`config.mk`:
```
export PLATFORM = sky130hd
export DESIGN_NAME = std_fp_sdiv_pipe
export DESIGN_NICKNAME = d
export VERILOG_FILES = /design/src/rtl/std_fp_sdiv_pipe.sv
export SDC_FILE = /design/constraint.sdc
export NUM_CORES = 1
export LEC_CHECK = 0
export BUFFER_PORTS_ARGS = -buffer_cell sky130_fd_sc_hd__buf_2
export CAP_MARGIN = 0
export CORE_MARGIN = 2
export CORE_UTILIZATION = 56
export CTS_BUF_LIST = sky130_fd_sc_hd__clkbuf_4 sky130_fd_sc_hd__clkbuf_8
export DETAILED_ROUTE_END_ITERATION = 12
export GPL_TIMING_DRIVEN = 0
export PLACE_DENSITY = 0.79
export REMOVE_ABC_BUFFERS = 1
export SYNTH_ARGS = -nofsm -noshare
export SYNTH_HDL_FRONTEND = slang
export SYNTH_SLANG_ARGS = --single-unit
```
`constraint.sdc`:
```
create_clock -name clk -period 5.5 [get_ports clk]
set_clock_uncertainty 0.15 [all_clocks]
set_input_delay 0.275 -clock clk [delete_from_list [all_inputs] [get_ports clk]]
set_output_delay 0.275 -clock clk [all_outputs]
set_load 0.05 [all_outputs]
```
`src/rtl/std_fp_sdiv_pipe.sv`:
```
// Iterative signed fixed-point divider, one restoring step per cycle, go/done handshake.
// Optional error flag output enabled by defining STD_FP_SDIV_ERR_EN.
module std_fp_sdiv_pipe #(
  parameter int unsigned WIDTH       = 32,
  parameter int unsigned INT_WIDTH   = 16,
  parameter int unsigned FRACT_WIDTH = 16
) (
  input  logic             clk,
  input  logic             reset,
  input  logic             go,
  input  logic [WIDTH-1:0] left,
  input  logic [WIDTH-1:0] right,
  output logic [WIDTH-1:0] out_quotient,
  output logic [WIDTH-1:0] out_remainder,
  output logic             done
`ifdef STD_FP_SDIV_ERR_EN
  ,
  output logic             err
`endif
);

  localparam int unsigned ITERS = WIDTH + FRACT_WIDTH;
  localparam int unsigned CntW  = $clog2(ITERS + 1);

  if (INT_WIDTH + FRACT_WIDTH != WIDTH) begin : g_bad_cfg
    $error("INT_WIDTH + FRACT_WIDTH must equal WIDTH");
  end

  typedef enum logic [1:0] {StIdle, StRun, StDone} state_e;

  state_e            state_q;
  logic [ITERS-1:0]  dvd_q;  // dividend bits leave at the top, quotient bits enter at the bottom
  logic [WIDTH:0]    dvs_q;
  logic [WIDTH:0]    rem_q;
  logic [CntW-1:0]   cnt_q;
  logic              quot_neg_q;
  logic              rem_neg_q;
  logic [WIDTH-1:0]  left_q;
  logic [WIDTH-1:0]  quot_q;
  logic [WIDTH-1:0]  remd_q;
  logic              done_q;

  logic [WIDTH-1:0]  left_mag;
  logic [WIDTH-1:0]  right_mag;
  logic [WIDTH+1:0]  rem_shift;
  logic [WIDTH:0]    rem_sub;
  logic              take;
  logic [WIDTH:0]    rem_nxt;
  logic [ITERS-1:0]  quo_nxt;
  logic              div_zero;
  logic [WIDTH-1:0]  quo_signed;
  logic [WIDTH-1:0]  rem_signed;
  logic [WIDTH-1:0]  res_quot;
  logic [WIDTH-1:0]  res_rem;

  always_comb begin
    left_mag   = left[WIDTH-1] ? (~left + 1'b1) : left;
    right_mag  = right[WIDTH-1] ? (~right + 1'b1) : right;
    rem_shift  = {rem_q, dvd_q[ITERS-1]};
    take       = (rem_shift >= {1'b0, dvs_q});
    rem_sub    = rem_shift[WIDTH:0] - dvs_q;
    rem_nxt    = take ? rem_sub : rem_shift[WIDTH:0];
    quo_nxt    = {dvd_q[ITERS-2:0], take};
    div_zero   = (dvs_q == '0);
    quo_signed = quot_neg_q ? (~quo_nxt[WIDTH-1:0] + 1'b1) : quo_nxt[WIDTH-1:0];
    rem_signed = rem_neg_q ? (~rem_nxt[WIDTH-1:0] + 1'b1) : rem_nxt[WIDTH-1:0];
    if (div_zero) begin
      // Saturate toward the dividend's sign; the restoring datapath result is meaningless here.
      res_quot = left_q[WIDTH-1] ? {1'b1, {(WIDTH-1){1'b0}}} : {1'b0, {(WIDTH-1){1'b1}}};
      res_rem  = left_q;
    end else begin
      res_quot = quo_signed;
      res_rem  = rem_signed;
    end
  end

`ifdef STD_FP_SDIV_ERR_EN
  localparam logic [ITERS-1:0] QuotNegMax = {{(ITERS - WIDTH){1'b0}}, 1'b1, {(WIDTH-1){1'b0}}};

  logic err_q;
  logic hi_zero;
  logic res_err;

  always_comb begin
    hi_zero = (quo_nxt[ITERS-1:WIDTH-1] == '0);
    res_err = div_zero ||
              (quot_neg_q ? !(hi_zero || (quo_nxt == QuotNegMax)) : !hi_zero);
  end

  assign err = err_q;
`endif

  always_ff @(posedge clk or negedge reset) begin
    if (!reset) begin
      state_q    <= StIdle;
      dvd_q      <= '0;
      dvs_q      <= '0;
      rem_q      <= '0;
      cnt_q      <= '0;
      quot_neg_q <= 1'b0;
      rem_neg_q  <= 1'b0;
      left_q     <= '0;
      quot_q     <= '0;
      remd_q     <= '0;
      done_q     <= 1'b0;
`ifdef STD_FP_SDIV_ERR_EN
      err_q      <= 1'b0;
`endif
    end else begin
      done_q <= 1'b0;
`ifdef STD_FP_SDIV_ERR_EN
      err_q  <= 1'b0;
`endif
      unique case (state_q)
        StIdle: begin
          if (go) begin
            quot_neg_q <= left[WIDTH-1] ^ right[WIDTH-1];
            rem_neg_q  <= left[WIDTH-1];
            dvd_q      <= {left_mag, {FRACT_WIDTH{1'b0}}};
            dvs_q      <= {1'b0, right_mag};
            rem_q      <= '0;
            cnt_q      <= '0;
            left_q     <= left;
            state_q    <= StRun;
          end
        end
        StRun: begin
          dvd_q <= quo_nxt;
          rem_q <= rem_nxt;
          cnt_q <= cnt_q + 1'b1;
          if (cnt_q == CntW'(ITERS - 1)) begin
            quot_q  <= res_quot;
            remd_q  <= res_rem;
            done_q  <= 1'b1;
`ifdef STD_FP_SDIV_ERR_EN
            err_q   <= res_err;
`endif
            state_q <= StDone;
          end
        end
        StDone:  state_q <= StIdle;
        default: state_q <= StIdle;
      endcase
    end
  end

  assign out_quotient  = quot_q;
  assign out_remainder = remd_q;
  assign done          = done_q;

endmodule

```
==> summary.txt <==
Route
  – Drt wl/cell: approximately 18 um
  – Drt first-iter violations: around 1300
  – Total wire length: 40000 um
  – Iteration count of the initial detailed-routing pass: 6
  – DRC: 0
  – Vias after detailed routing: between 10000 and 15000
  – DR vias/cell: 6.02
  – Final ANT Viol Nets: 0

STA
  – Max-slew violation count: 0
  – Setup Viol. Count Final: 0
  – Tmin final: around 5400 ps
  – RSZ-0062 raised after global routing: true
  – Final Hold Vio Count: 0
  – Worst slew pin tran: about 1100 ps
  – Final period util: 0.977
  – Max Fclk: between 0.15 and 0.2 GHz
  – Relative slew slack: 0.248

Clock network
  – CTS Buffer Depth: 3
  – H-tree levels: 2
  – CTS buffer count: 38
  – TritonCTS clock tree: built
  – Clock Sink Count: 219
  – Worst-Skew Late Latency: 560 ps
  – CTS root buf: clkbuf_8
  – CTS clk-pin slew, worst paths: 70 ps

Logic synthesis
  – Synth cell types: 78
  – Post-synthesis xor/xnor area fraction: 0.0839
  – Synth Register Bits: approximately 220
  – Compound-gate portion of the synthesized area: 0.227
  – Most frequent cell after synthesis: nand2_1
  – Post-synth top cells: 317 x nand2_1, 266 x o21ai_0, 219 x dfrtp_1, 95 x nor2_1, 81 x clkbuf_1
  – Primary FF master, synth: dfrtp_1
  – Sequential-to-total area share from yosys stat: 0.386
  – Synth top area share: 0.386
  – Area leader, netlist: dfrtp_1
  – Synthesized cell area: 0.0142 mm^2
  – Synth Area per Inst: 8.12 um^2
  – Post-Synth Simple-Gate Area: 0.206
  – Post-synth EDFFs: 0
  – Main combinational cell family by area after synthesis: compound AO/OA/AOI/OAI gates
  – Syn Inst Count: approximately 1700
  – Mux share of post-synthesis cell area: 0.0171
  – Synth area leaders: dfrtp_1 39%, o21ai_0 9.4%, nand2_1 8.4%, xor2_1 4.8%, xnor2_1 3.6%
  – Post-synthesis adder-cell area fraction: 0.0340
  – Ys Warns: 0
  – FFs w/ async S/R, synth: 1.00

Floorplanning
  – Initial Util: 0.567
  – Row count: 58
  – Die width: about 160 um
  – Die ar.: 0.0266 mm^2
  – Std-Cell Core Area: 0.0250 mm^2
  – Chip height: ~160 um
  – I/O Pins: 132

GRT
  – First-pass GRT wire length: 65100 um
  – Total grt overflow: 0
  – Number of global-route vias before repair: 12687
  – Initial antenna violation count: 0
  – Pin count of the biggest net entering global routing: 115
  – Total Routing Usage GR: 0.300

Placed design
  – Placed cell area: between 0.015 and 0.02 mm^2
  – Cells after DPL: 2106
  – Dpl hpwl: 26800 um
  – Placer's final routability congestion estimate: 0.916
  – Count of input and output buffers: approximately 130

Final layout
  – Design Area, Final: 0.0169 mm^2
  – Final net count: 2010
  – Layout area overhead: 18.9%
  – Final cell count without fillers: 2261
  – Fillers: 2041
  – Ant. Diodes: 0
  – Layout cell share with drive strength beyond 1: 0.141

Power
  – Clock share of power: 0.480
  – Switch share: 0.232
  – Combinational Power Share: 0.052
  – Pwr per Cell Area: 204 mW/mm^2
  – Peak supply drop: 0.151 mV
  – Pleak: around 7.5 nW
  – Internal: 2.64 mW
  – NetSw: approximately 800 uW
  – Overall power: 3.44 mW
  – Seq pwr share: 0.468

Setup path
  – Crit. End Element: flip-flop
  – Startpoint Class: flip-flop
  – Arrival time worst endpoint: 5660 ps
  – Delay-heaviest family, CP: simple AND/OR/NAND/NOR gates
  – Critical path class: reg -> reg
  – Crit path buf inv count: 4
  – Crit path cell chain: inv_2 > ha_4 > inv_2 > fa_2 > a211oi_4 > o21ai_2 > a221oi_4 > nor4b_4 > or2_4 > inv_16 > mux2i_4 > ha_2 > inv_2 > or3_4 > nor4_4 > nor4b_4 > o2bb2ai_4 > or3_4 > or3_1 > nor4b_4 > a21o_1
  – CP max-delay cell: dfrtp_2
  – Worst Path Required: just under 6000 ps
  – Worst path max stage delay: roughly 500 ps
  – Crit Path Max Fanout: 5

Worst hold path
  – Hold Path Class: in -> reg

Flow run
  – Max cap viols: 0

Status
  – Status: complete, no violations
## final timing paths
check                      slack, ps  cells past startpoint                             to                          from
max                              120                     21  out_remainder[26]$_DFFE_PN0P_         dvd_q[47]$_DFFE_PN0P_
min                              100                      3          rem_neg_q$_DFFE_PN0P_                      left[31]
max reg2reg                      120                     21  out_remainder[26]$_DFFE_PN0P_         dvd_q[47]$_DFFE_PN0P_
min reg2reg                      320                      2   out_quotient[23]$_DFFE_PN0P_  out_quotient[23]$_DFFE_PN0P_
max in group asynchronous       4000                      3          dvs_q[11]$_DFFE_PN0P_                         reset
min in group asynchronous        200                      2   out_quotient[21]$_DFFE_PN0P_                         reset
## routing by layer
metal,vias to the layer above,part of all wire,global-route usage
met2,572,0.46,0.488
met1,6420,0.44,0.422
met4,0,0.021,0.0800
met3,62,0.075,0.0434
met5,-,0,0
li1,6558,-,-
## area by class of cell
| cell class | count | area, um^2 | share of cell area |
|---|---|---|---|
| inverters | 57 | 230 | 0.0136 |
| repair buffers | 223 | 1640 | 0.0969 |
| flip-flops and latches | 219 | 5480 | 0.325 |
| repair inverters | 2 | 17.5 | 0.00104 |
| clock inverters | 9 | 104 | 0.00615 |
| multi-input cells | 1364 | 8260 | 0.490 |
| well taps | 330 | 413 | 0.0245 |
| clock buffers | 57 | 734 | 0.0435 |
## metrics by stage
step                      worst slack (ps)   util  setup TNS (ps)  hold slack [ps]
after floorplan                      -1050      -          -14440             -171
after global placement               -4040  0.592         -215590              303
after detailed placement             -2140  0.601          -23830              214
final                                  124  0.674               0             96.5
after global routing                 -43.6  0.674           -45.7              146
after CTS                             27.0  0.669               0             77.4
## tightest hold or removal path, stage by stage
cell	delay [ps]
buf_2	280
nand2_1	110
o21ai_0	80
## flip-flops by register name (all words and copies together), names as in the netlist
register	cells
rem_neg_q	1
out_remainder	32
rem_q	33
dvs_q	32
cnt_q	6
out_quotient	32
done	1
left_q	31
state_q	2
quot_neg_q	1
dvd_q	48
## cell families (layout without fill, tap and decap cells)
logic type | count (synthesis) | count (layout)
AO/OA/AOI/OAI | 532 | 532
XOR/XNOR | 136 | 136
adder cells (fa/ha/maj) | 38 | 38
buffers and inverters | 167 | 348
flip-flops | 219 | 219
multiplexers | 24 | 24
AND/OR/NAND/NOR | 632 | 634
## power groups by stage
stage	sequential [mW]	combinational (mW)	clock (mW)
after CTS	1.61	0.178	1.67
after floorplan	1.64	0.0475	0
final	1.61	0.178	1.65
after global routing	1.61	0.200	1.75
after global placement	1.64	0.132	0
after detailed placement	1.64	0.139	0
## cell usage in the layout (no fill, tap or decap), drive strengths merged, types with 33 or more instances in the layout
cell type	netlist	routed
ha	37	37
o31ai	33	33
nand2	317	317
nor2	95	95
o21ai	269	269
xor2	77	77
nand3	46	46
xnor2	59	59
clkbuf	81	57
dfrtp	219	219
dlygate4sd3	0	68
buf	29	155
inv	55	58
a21oi	81	81
## timing repair
action / CTS / global route
endpoints found under the setup margin: 38 / 4
pin swaps: 8 / 11
gates resized for setup: 22 / 13
hold endpoints to repair: 199 / 0
gates cloned: 4 / 0
hold buffers: 68 / 0
setup buffers: 8 / 9
Note: power is estimated with default switching activity, not from simulation.
